### config.mk
export PLATFORM = sky130hd
export DESIGN_NAME = alu_arbiter
export DESIGN_NICKNAME = d
export VERILOG_FILES = /design/src/rtl/alu_arbiter.sv
export SDC_FILE = /design/constraint.sdc
export NUM_CORES = 1
export LEC_CHECK = 0
export CAP_MARGIN = 30
export CORE_MARGIN = 5
export CORE_UTILIZATION = 41
export CTS_CLUSTER_DIAMETER = 60
export DETAILED_ROUTE_END_ITERATION = 10
export PLACE_DENSITY = 0.95
export SLEW_MARGIN = 25
export SYNTH_ARGS = -nofsm -noshare
export SYNTH_HDL_FRONTEND = slang
export SYNTH_SLANG_ARGS = --single-unit
### constraint.sdc
create_clock -name clk_i -period 2.9 [get_ports clk_i]
set_input_delay 0.435 -clock clk_i [delete_from_list [all_inputs] [get_ports clk_i]]
set_output_delay 0.435 -clock clk_i [all_outputs]
set_load 0.03 [all_outputs]
### src/rtl/alu_arbiter.sv
// alu_arbiter: shares one external ALU between NUM_REQ requesters.
//
// riscv_pkg supplies the ALU operation type shared with the external alu.
//
// Ports (alu_arbiter):
//   clk_i, rst_ni              clock (rising edge), async active-low reset
//   req_valid_i / req_ready_o  per-requester request handshake (ready one-hot or zero)
//   req_op_i, req_a_i, req_b_i per-requester op and packed operands (req0 in LSBs)
//   rsp_valid_o / rsp_ready_i  per-requester response handshake (valid one-hot or zero)
//   rsp_result_o, rsp_zero_o   registered ALU result and zero flag, shared by all
//   alu_op_o, alu_a_o, alu_b_o operands driven to the shared alu
//   alu_result_i, alu_zero_i   result returned by the shared alu
//
// One transaction is in flight at a time: IDLE (arbitrate) -> EXEC (alu
// evaluates latched operands) -> RESP (hold result until accepted) -> IDLE.

package riscv_pkg;
  typedef enum logic [3:0] {
    ADD  = 4'd0,
    SUB  = 4'd1,
    SLL  = 4'd2,
    SLT  = 4'd3,
    SLTU = 4'd4,
    XOR  = 4'd5,
    SRL  = 4'd6,
    SRA  = 4'd7,
    OR   = 4'd8,
    AND  = 4'd9
  } alu_op_t;
endpackage

module alu_arbiter #(
  parameter int WORD_SIZE = 32,
  parameter int NUM_REQ   = 2
) (
  input  logic                               clk_i,
  input  logic                               rst_ni,
  input  logic [NUM_REQ-1:0]                 req_valid_i,
  output logic [NUM_REQ-1:0]                 req_ready_o,
  input  riscv_pkg::alu_op_t [NUM_REQ-1:0]   req_op_i,
  input  logic [NUM_REQ*WORD_SIZE-1:0]       req_a_i,
  input  logic [NUM_REQ*WORD_SIZE-1:0]       req_b_i,
  output logic [NUM_REQ-1:0]                 rsp_valid_o,
  input  logic [NUM_REQ-1:0]                 rsp_ready_i,
  output logic [WORD_SIZE-1:0]               rsp_result_o,
  output logic                               rsp_zero_o,
  output riscv_pkg::alu_op_t                 alu_op_o,
  output logic [WORD_SIZE-1:0]               alu_a_o,
  output logic [WORD_SIZE-1:0]               alu_b_o,
  input  logic [WORD_SIZE-1:0]               alu_result_i,
  input  logic                               alu_zero_i
);

  localparam int IDX_W = $clog2(NUM_REQ);
  // One extra bit so ptr + offset can exceed NUM_REQ before wrapping.
  localparam int CW    = IDX_W + 1;

  typedef enum logic [1:0] {
    IDLE = 2'd0,
    EXEC = 2'd1,
    RESP = 2'd2
  } state_t;

  state_t           state;
  state_t           state_next;
  logic [IDX_W-1:0] ptr;
  logic [IDX_W-1:0] grant;
  logic [IDX_W-1:0] sel;
  logic             found;
  logic [CW-1:0]    cand_raw;
  logic [CW-1:0]    cand;
  logic             hit;
  logic             req_fire;
  logic             rsp_fire;

  function automatic logic [NUM_REQ-1:0] onehot(input logic [IDX_W-1:0] idx);
    logic [NUM_REQ-1:0] v;
    v      = '0;
    v[idx] = 1'b1;
    return v;
  endfunction

  // Round-robin search: first valid requester starting at ptr, wrapping mod NUM_REQ
  always_comb begin
    found    = 1'b0;
    sel      = '0;
    cand_raw = '0;
    cand     = '0;
    hit      = 1'b0;
    for (int k = 0; k < NUM_REQ; k++) begin
      cand_raw = {1'b0, ptr} + CW'(k);
      cand     = (cand_raw >= CW'(NUM_REQ)) ? (cand_raw - CW'(NUM_REQ)) : cand_raw;
      hit      = !found && req_valid_i[cand[IDX_W-1:0]];
      sel      = hit ? cand[IDX_W-1:0] : sel;
      found    = found | hit;
    end
  end

  // Next-state and handshake decode
  always_comb begin
    state_next  = state;
    req_ready_o = '0;
    req_fire    = 1'b0;
    rsp_fire    = 1'b0;
    case (state)
      IDLE: begin
        // Ready is gated by rst_ni so it reads zero while reset is asserted.
        if (found && rst_ni) begin
          req_ready_o = onehot(sel);
          req_fire    = 1'b1;
          state_next  = EXEC;
        end else begin
          state_next  = IDLE;
        end
      end
      EXEC: begin
        state_next = RESP;
      end
      RESP: begin
        if (rsp_ready_i[grant]) begin
          rsp_fire   = 1'b1;
          state_next = IDLE;
        end else begin
          state_next = RESP;
        end
      end
      default: begin
        state_next = IDLE;
      end
    endcase
  end

  // State register
  always_ff @(posedge clk_i or negedge rst_ni) begin
    if (!rst_ni) begin
      state <= IDLE;
    end else begin
      state <= state_next;
    end
  end

  // Operand latch, result capture, response valid and priority pointer
  always_ff @(posedge clk_i or negedge rst_ni) begin
    if (!rst_ni) begin
      ptr          <= '0;
      grant        <= '0;
      alu_op_o     <= riscv_pkg::ADD;
      alu_a_o      <= '0;
      alu_b_o      <= '0;
      rsp_result_o <= '0;
      rsp_zero_o   <= 1'b0;
      rsp_valid_o  <= '0;
    end else begin
      if (req_fire) begin
        grant    <= sel;
        alu_op_o <= req_op_i[sel];
        alu_a_o  <= req_a_i[sel*WORD_SIZE +: WORD_SIZE];
        alu_b_o  <= req_b_i[sel*WORD_SIZE +: WORD_SIZE];
      end
      if (state == EXEC) begin
        rsp_result_o <= alu_result_i;
        rsp_zero_o   <= alu_zero_i;
        rsp_valid_o  <= onehot(grant);
      end
      if (rsp_fire) begin
        // Lowest priority goes to the requester just served.
        ptr         <= (grant == IDX_W'(NUM_REQ - 1)) ? '0 : (grant + IDX_W'(1));
        rsp_valid_o <= '0;
      end
    end
  end

endmodule
==> impl_metrics.toml <==
[routing]
wl_per_cell_um = 18.7
drtPass1Iterations = 5
total_wire_length_mm = 16.6
ant_nets = 0
routed_via_density = 5.53
drt-initial-drc-count = 280
vias = 4915
detail_route.drc_violations = 0

[final_layout]
areaGrowthSynthToFinish_pct = 66.8
finish.cell_count_without_fillers = 888
drive_above_1_share = 0.0604
post-route-util = 0.696
finish.instance_area_um2 = 7950
finish.net_count = 915
antenna-diode-count = 0
num-fill-cells = 823

[clock_network]
cts.sinks = 107
clock_tree.htree_level_count = 3
skew_pair_late_insertion_delay_ns = 0.34
cts_root_buf = "clkbuf_16"
clockBufferDepth = 2
cts_tree = "yes"
post_cts_resized = 0
cts_hold_buffers = 1
post-cts-setup-buffers = 0
numCtsBuffers = 9
path_clk_slew_ns = 0.07

[timing]
final_cycle_utilization_of_the_critical_path = 0.870
grt_setup_unrepaired = "no"
final.setup.worst_slack_ns = 0.378
least_margin_pin_slew_ns = 0.787
fin_worst_skew_ns = 0.00878
crit_path_time_final_ns = 2.52
timing.slew.headroom = 0.475
finalMaxSlewViolations = 0
total_negative_slack_for_setup_checks_ns = 0
final.hold.worst_slack_ns = 0.412
fmaxAchievable_mhz = 397
hold_viol = 0
finalSetupViolCount = 0

[pwr]
pwr-share-seq = 0.316
vdd_drop_max_mv = 0.628
total_switching_power_mw = 3.55
cellInternalPower_mw = 4.90
fin_total_pwr_mw = 8.46
power.combinational.fraction = 0.536
swShare = 0.420
share_clk_of_total_power = 0.148
total_leakage_power_nw = 3.44
power-per-cell-area_nw_per_um2 = 1060

[synthesis]
synth_top_cells_by_area = "dfrtp_1, a221o_1, nand2_1"
ys_top_cells_by_count = "nand2_1, dfrtp_1, a221o_1"
synth_most_common_cell = "nand2_1"
synth-main-ff-cell = "dfrtp_1"
synth-edff-count = 0
synthesis.yosys.warnings = 0
synth_largest_area_cell = "dfrtp_1"
post-synth-top-area-fraction = 0.562
synthArstFlopShare = 1.00
synth_area_um2 = 4770
flip_flop_and_latch_count_after_synthesis = 107
synth_sequential_area_ratio = 0.562
syn_avg_cell_area_um2 = 9.77
synthesis.nets = 663
post_synth_num_cell_types = 26
syn-instance-count = 488

[die]
chipWidth_um = 118
num_rows = 39
pin_count = 280
design.core.area_um2 = 11400
chipHeight_um = 118
die_ar_um2 = 13900
initial_utilization = 0.418

[place]
dp.final_hpwl_mm = 12.2
gp_routability_congestion = 0.799
place_worst_setup_slack_ns = 0.762
quantity_of_i_o_buffers_inserted_on_ports = 279
numPlacedInstances = 871
placedInstanceArea_um2 = 7630

[global_route]
grt_util_all_layers = 0.232
grt-busiest-layer = "met2"
grt_max_degree = 69
grt_pass1_wl_mm = 26.4
antenna_found_initial = 0
grt_util_met3 = 0.0663
first_global_vias = 4995
grt_overflow = 0
global_route.usage.met1 = 0.279
globalRouteMet2Util = 0.393

[hold_path]
holdPathStages = 3
hp-class = "primary input to flip-flop"

[critical_path]
cp_num_cells = 5
critical_path_peak_fanout = 7
worst_path_most_repeated_cell = "buf_4"
crit_type = "primary input to output port"
cell_breakdown_of_the_critical_path = "dlygate4sd3_1, buf_4, nor3b_1, and3_2, buf_4"
max_stage_delay_ns = 0.55
critical_path_buf_inv_count = 3
timing.reg2reg.worst_path_depth = 4
start_kind = "primary input"
worst_ep_arrival_time_ns = 2.09
cp_data_required_time_ns = 2.47
timing.critical_path.slowest_stage_cell = "dlygate4sd3_1"
cp-end-kind = "output port"
critPathTopFamily = "buffers and inverters"

[job]
maxCapViolations = 0

[outcome]
run_status = "finished clean"
[cells in the final DEF, fill, tap and decap left out, drive strengths merged]
| cell type | synthesis | final |
|---|---|---|
| dfrtp | 107 | 107 |
| a21o | 1 | 1 |
| dlygate4sd3 | 0 | 1 |
| o21ai | 4 | 4 |
| inv | 1 | 2 |
| clkdlybuf4s50 | 0 | 275 |
| and3 | 1 | 1 |
| a221oi | 1 | 1 |
| nor2b | 3 | 3 |
| buf | 18 | 14 |
| a211oi | 1 | 1 |
| bufinv | 0 | 1 |
| nor3b | 2 | 2 |
| clkinvlp | 0 | 1 |
| nand2b | 2 | 2 |
| nand2 | 172 | 172 |
| or3b | 1 | 1 |
| nand3 | 1 | 1 |
| nand3b | 2 | 2 |
| clkbuf | 31 | 11 |
| nor3 | 68 | 68 |
| nor2 | 2 | 2 |
| a21oi | 2 | 2 |
| clkinv | 0 | 2 |
| a221o | 68 | 68 |
[flip-flops by register name, indices dropped and copies added (netlist names)]
register	count
rsp_zero_o	1
rsp_result_o	32
grant	1
alu_b_o	32
alu_a_o	32
rsp_valid_o	2
alu_op_o	4
ptr	1
state	2
[kinds of logic (layout without fill, tap and decap cells)]
group	after synthesis	count (layout)	synth area share
AND/OR/NAND/NOR	254	254	0.237
flip-flops	107	107	0.562
AO/OA/AOI/OAI	77	77	0.154
buffers and inverters	50	307	0.0472
[worst min-delay path, stage by stage]
cell,delay (ns)
buf_2,0.14
o21ai_4,0.09
inv_1,0.06
[routing by layer]
layer | vias up | part of all wire
li1 | 2233 | -
met1 | 2371 | 0.39
met2 | 272 | 0.50
met3 | 39 | 0.087
met4 | 0 | 0.029
met5 | - | 0
[final timing paths]
check | from | end | slack [ns]
min in group asynchronous | rst_ni | state[0] | 0.46
setup reg to reg | state[0] | alu_a_o[1] | 0.92
hold reg to reg | rsp_result_o[30] | rsp_result_o[30] | 0.48
setup / recovery | rst_ni | req_ready_o[0] | 0.38
hold / removal | req_valid_i[1] | state[0] | 0.41
max in group asynchronous | rst_ni | rsp_result_o[2] | 0.92
[power by group through the flow]
stage / combinational [mW] / sequential (mW) / clock, mW
3_5_place_dp: 4.57 / 2.67 / 0
5_1_grt: 4.77 / 2.76 / 1.33
2_1_floorplan: 1.21 / 3.95 / 0
6_report: 4.54 / 2.67 / 1.25
3_3_place_gp: 4.45 / 2.63 / 0
4_1_cts: 4.57 / 2.66 / 1.28
[layout make-up]
type / count / area, µm² / area share
multi-input combinational: 331 / 1890 / 0.237
timing repair buffer: 290 / 2890 / 0.363
tap: 143 / 179 / 0.0225
clock inverter: 5 / 60.1 / 0.00755
inverter: 1 / 3.75 / 0.000472
sequential: 107 / 2680 / 0.337
clock buffer: 11 / 253 / 0.0318
(Power assumes the default switching activity.)
